--- config.mk ---
export PLATFORM = sky130hd
export DESIGN_NAME = totp_sampler
export DESIGN_NICKNAME = d
export VERILOG_FILES = /design/src/rtl/totp_pkg.sv /design/src/rtl/totp_sampler_bin2bcd_dd.sv /design/src/rtl/totp_sampler.sv
export SDC_FILE = /design/constraint.sdc
export NUM_CORES = 1
export LEC_CHECK = 0
export CORE_MARGIN = 5
export CORE_UTILIZATION = 60
export DETAILED_ROUTE_END_ITERATION = 12
export GPL_ROUTABILITY_DRIVEN = 1
export PLACE_DENSITY = 0.84
export SKIP_CTS_REPAIR_TIMING = 1
export SYNTH_ARGS = -nofsm -noshare
export SYNTH_HDL_FRONTEND = slang
export SYNTH_SLANG_ARGS = --single-unit
--- constraint.sdc ---
create_clock -name clk -period 8.3 [get_ports clk]
set_clock_uncertainty 0.1 [all_clocks]
set_input_delay 0.83 -clock clk [delete_from_list [all_inputs] [get_ports clk]]
set_output_delay 0.83 -clock clk [all_outputs]
set_load 0.01 [all_outputs]
--- src/rtl/totp_pkg.sv ---
// Shared TOTP constants, FSM encoding and datapath helpers.
// Optional trace output in totp_sampler is enabled by SAMPLER_TRACE_EN.
package totp_pkg;

  typedef enum logic [2:0] {
    S_IDLE,
    S_TRUNC,
    S_MOD,
    S_BCD,
    S_DONE
  } state_t;

  localparam int TOTP_MODULUS    = 1_000_000;
  localparam int TOTP_DIGITS     = 6;
  localparam int MOD_STEPS       = 12;
  localparam int BCD_STEPS       = 20;
  localparam int SAMPLER_LATENCY = 34;

  localparam int DIGEST_W = 160;
  localparam int BIN_W    = 20;
  localparam int BCD_W    = 4 * TOTP_DIGITS;

  // Add 3 to every nibble >= 5 (double-dabble pre-shift correction).
  function automatic logic [BCD_W-1:0] dd_adjust(
    input logic [BCD_W-1:0] v
  );
    logic [BCD_W-1:0] r;
    r = v;
    for (int i = 0; i < TOTP_DIGITS; i++) begin
      if (r[4*i +: 4] >= 4'd5)
        r[4*i +: 4] = r[4*i +: 4] + 4'd3;
    end
    return r;
  endfunction

  // Byte idx of the digest, byte 0 being the most significant.
  function automatic logic [7:0] digest_byte(
    input logic [DIGEST_W-1:0] d,
    input logic [4:0]          idx
  );
    return d[{5'd19 - idx, 3'b000} +: 8];
  endfunction

endpackage

--- src/rtl/totp_sampler_bin2bcd_dd.sv ---
// Sequential double-dabble: 20-bit binary to six BCD digits.
// Ports: clk, rst, start (loads bin), bin, busy, bcd (valid when !busy).
module bin2bcd_dd
  import totp_pkg::*;
(
  input  logic             clk,
  input  logic             rst,
  input  logic             start,
  input  logic [BIN_W-1:0] bin,
  output logic             busy,
  output logic [BCD_W-1:0] bcd
);

  logic [4:0]       cnt;
  logic [BIN_W-1:0] sh;
  logic [BCD_W-1:0] acc;

  always_ff @(posedge clk) begin
    if (rst) begin
      cnt <= '0;
      sh  <= '0;
      acc <= '0;
    end else if (start) begin
      cnt <= 5'(BCD_STEPS);
      sh  <= bin;
      acc <= '0;
    end else if (cnt != 5'd0) begin
      {acc, sh} <= {dd_adjust(acc), sh} << 1;
      cnt <= cnt - 5'd1;
    end
  end

  assign busy = (cnt != 5'd0);
  assign bcd  = acc;

endmodule

--- src/rtl/totp_sampler.sv ---
// TOTP dynamic truncation, mod 10^6 and BCD conversion of an HMAC digest.
// Ports: clk, rst, sample_init, digest -> sample_ready, sample_output.
// Define SAMPLER_TRACE_EN to print offset/code, remainder and digits.
module totp_sampler
  import totp_pkg::*;
(
  input  logic                clk,
  input  logic                rst,
  input  logic                sample_init,
  input  logic [DIGEST_W-1:0] digest,
  output logic                sample_ready,
  output logic [BCD_W-1:0]    sample_output
);

  localparam logic [31:0] MOD_BASE = 32'(TOTP_MODULUS);

  state_t              state, state_n;
  logic [4:0]          cnt;
  logic [DIGEST_W-1:0] dig_q;
  logic [31:0]         rem, rem_n, sub;
  logic [31:0]         word, code;
  logic [3:0]          off;
  logic                mod_last;
  logic                dd_busy;
  logic [BCD_W-1:0]    dd_bcd;

  // Offset <= 15 keeps offset+3 <= 18, so byte 19 is
  // only reached through the offset nibble itself.
  always_comb begin
    off  = dig_q[3:0];
    word = '0;
    for (int i = 0; i < 4; i++)
      word = {word[23:0],
              digest_byte(dig_q, {1'b0, off} + 5'(i))};
    code = word & 32'h7FFF_FFFF;
  end

  // Restoring step: subtract 10^6 * 2^k when it fits.
  always_comb begin
    sub      = MOD_BASE << cnt[3:0];
    rem_n    = (rem >= sub) ? rem - sub : rem;
    mod_last = (state == S_MOD) && (cnt == 5'd0);
  end

  always_ff @(posedge clk) begin
    if (rst) state <= S_IDLE;
    else     state <= state_n;
  end

  always_comb begin
    state_n = state;
    unique case (state)
      S_IDLE:  if (sample_init) state_n = S_TRUNC;
      S_TRUNC: state_n = S_MOD;
      S_MOD:   if (cnt == 5'd0) state_n = S_BCD;
      S_BCD:   if (cnt == 5'd0) state_n = S_DONE;
      S_DONE:  state_n = S_IDLE;
      default: state_n = S_IDLE;
    endcase
  end

  always_ff @(posedge clk) begin
    if (rst) begin
      dig_q         <= '0;
      rem           <= '0;
      cnt           <= '0;
      sample_ready  <= 1'b1;
      sample_output <= '0;
    end else begin
      unique case (state)
        S_IDLE: begin
          if (sample_init) begin
            dig_q        <= digest;
            sample_ready <= 1'b0;
          end
        end
        S_TRUNC: begin
          rem <= code;
          cnt <= 5'(MOD_STEPS - 1);
        end
        S_MOD: begin
          rem <= rem_n;
          cnt <= (cnt == 5'd0) ? 5'(BCD_STEPS - 1)
                               : cnt - 5'd1;
        end
        S_BCD: begin
          if (cnt != 5'd0) cnt <= cnt - 5'd1;
        end
        S_DONE: begin
          if (!dd_busy) sample_output <= dd_bcd;
          sample_ready <= 1'b1;
        end
        default: ;
      endcase
    end
  end

  // Converter is loaded with the final remainder on the
  // last MOD edge so its 20 shifts span the BCD state.
  bin2bcd_dd u_dd (
    .clk   (clk),
    .rst   (rst),
    .start (mod_last),
    .bin   (rem_n[BIN_W-1:0]),
    .busy  (dd_busy),
    .bcd   (dd_bcd)
  );

`ifdef SAMPLER_TRACE_EN
  always_ff @(posedge clk) begin
    if (!rst) begin
      if (state == S_TRUNC)
        $display("totp_sampler: offset=%0d code=%08h",
                 off, code);
      if (mod_last)
        $display("totp_sampler: remainder=%0d",
                 rem_n[BIN_W-1:0]);
      if (state == S_DONE)
        $display("totp_sampler: digits=%06h", dd_bcd);
    end
  end
`else
`endif

endmodule

==> out/results.txt <==
final hold viol count: 0
Syn Std Cell Area: 16900 µm²
Arr. time, crit path: 5.03 ns
Distinct cells, synth: 74
Synth Register Bits: 274
multi-input logic area: 10700 µm²
CP required: 8.65 ns
# H-tree levels: 1
crit end category: register
Slew @ Worst Pin: 1.23 ns
Final GP Congestion: 1.03
die width: 178 µm
Nets: 2191
Area contributors post-synth: dfxtp_1 33%, mux4_2 20%, nand2_1 10%
Chip Height: 178 µm
clk_lat worst skew: 0.56 ns
top cell type's share of synthesized area: 0.325
Slew HR: 0.177
outcome: completed
WS Path Type: reg -> reg
routed vias: 15.3k
Top FF cell, synth: dfxtp_1
Final Cell Area: 19700 µm²
Post-synth ARST share: 0
total core area: 27800 µm²
first-pass detailed-route iteration total: 7
vias per inst: 6.46
largest net degree at the start of global routing: 101
commonest non-fill, non-tap cell in the layout: nand2_1
dpl cell area: 18700 µm²
global-route wire length before repair: 78800 µm
Crit Path Max Fanout: 27
Routed Antenna Nets: 0
DRC viols: 0
pwr dens: 251 nW/µm²
Setup violations, final: 0
TritonCTS Buffers: 28
Sink Count: 274
Ys Warns: 0
Post-synth EDFFs: 0
min cycle time layout: 4.68 ns
Avg Cell Area, Syn: 8.90 µm²
Routed wire per std cell: 21.2 µm
Synth Instances: 1895
initial core utilization: 0.607
# Max-Cap Violations: 0
drt total wl: 50400 µm
post-synth top area cell: dfxtp_1
root buffer cell: clkbuf_16
CTS tree: yes
GR Overflow Total: 0
HP Class: reg -> reg
Highest Clock Rate: 0.214 GHz
dpl hpwl: 36600 µm
n_diodes: 0
TNS Setup: 0 ns
crit path launch type: register
die area: 31500 µm²
final period utilization: 0.564
antenna violations before repair: 0
Port Buffers: 187
number of DRC markers in iteration 0: 2095
vias in the first global route: 14.7k
share of cells above drive strength 1: 0.127
layout filler cell count: 2045
VDD IR-drop max: 0.000168 V
IO Pins: 188
Register Area: 5490 µm²
Bufs on Longest Clock Path: 3
Area Overhead vs Synth: 16.8%
RSZ-0062 raised after global routing: no
commonest non-fill, non-tap cells in the layout: 469 x nand2_1, 286 x a21oi_1, 272 x dfxtp_1
Static Leak: 6.87 nW
gr usage total: 0.312
Cell Rows: 61
fin. max-slew vios: 0
Mapped Nets: 2110
register area share after synthesis: 0.325
Worst-path clk slew: 0.07 ns
cells in the mapped netlist, drive strengths merged (7+ instances only):
cell	number
nand2	470
a21oi	288
dfxtp	274
mux4	153
clkbuf	111
nor2	85
ha	52
mux2i	51
o21ai	44
buf	40
inv	30
nor3	26
xnor2	26
a211oi	23
nand3	23
a221oi	21
nand2b	14
o22ai	14
nor3b	11
nor2b	10
xor2	10
a31oi	8
a2111oi	7
a222oi	7
o211ai	7
logic make-up (layout without fill, tap and decap cells):
| kind of cell | after synthesis | in the layout | share of synthesized area |
|---|---|---|---|
| buffers and inverters | 183 | 285 | 0.0442 |
| and+or+nand+nor | 669 | 669 | 0.166 |
| DFF | 274 | 274 | 0.325 |
| AOI/OAI and AO/OA | 473 | 473 | 0.170 |
| muxes | 208 | 208 | 0.237 |
| xor gates and xnor gates | 36 | 36 | 0.0187 |
| adders and majority gates | 52 | 52 | 0.0386 |
layer usage:
metal	wire (µm)	global-route usage
met1	18700	0.394
met2	24600	0.531
met3	4290	0.0509
met4	2790	0.138
met5	0	0
flip-flops by register name (all words and copies together), names as in the netlist:
register,count
cnt,5
u_dd.bcd,24
sample_ready,1
rem,32
state,3
sample_output,24
u_dd.cnt,5
dig_q,160
u_dd.sh,20
worst max-delay path, stage by stage, from the launching register on:
cell and delay, ns:
dfxtp_1 0.88, clkinv_1 0.49, or3_1 0.49, ha_1 0.42, nand4_1 0.17, nor2_2 0.18, a2111oi_4 0.12, or4_4 0.54
a21o_4 0.27, a21oi_4 0.47, nor3_2 0.11, a2111oi_2 0.34
path summary, 6_finish.rpt:
kind                             startpoint                             end  slack [ns]  cells past startpoint
max                     cnt[2]$_SDFFE_PP0P_            rem[30]$_SDFFE_PP0P_        3.62                     11
min          sample_output[13]$_SDFFE_PP0P_  sample_output[13]$_SDFFE_PP0P_        0.35                      2
max reg2reg             cnt[2]$_SDFFE_PP0P_            rem[30]$_SDFFE_PP0P_        3.62                     11
min reg2reg  sample_output[13]$_SDFFE_PP0P_  sample_output[13]$_SDFFE_PP0P_        0.35                      2
final cells by class:
| class | count | area share |
|---|---|---|
| multi-input combinational | 1438 | 0.541 |
| sequential | 274 | 0.279 |
| timing repair buffer | 202 | 0.101 |
| clock buffer | 43 | 0.0431 |
| tap | 378 | 0.0240 |
| inverter | 32 | 0.00610 |
| clock inverter | 8 | 0.00597 |
report_power, final:
group	internal, mW	total (mW)	switching (mW)
sequential	1.47	1.67	0.203
combinational	0.799	1.94	1.14
clock	0.794	1.33	0.536
total	3.06	4.94	1.88
per-stage QoR:
stage	hold slack, ns	total power, mW	util	instances	setup WS (ns)
4_1_cts	0.353	4.90	0.709	2375	3.70
6_report	0.351	4.94	0.709	2375	3.62
3_3_place_gp	0.341	3.52	0.674	2324	3.81
5_1_grt	0.366	5.16	0.709	2375	3.33
3_5_place_dp	0.345	3.58	0.674	2324	3.73
2_1_floorplan	0.332	3.07	-	1895	4.63
Note: power is estimated with default switching activity, not from simulation.
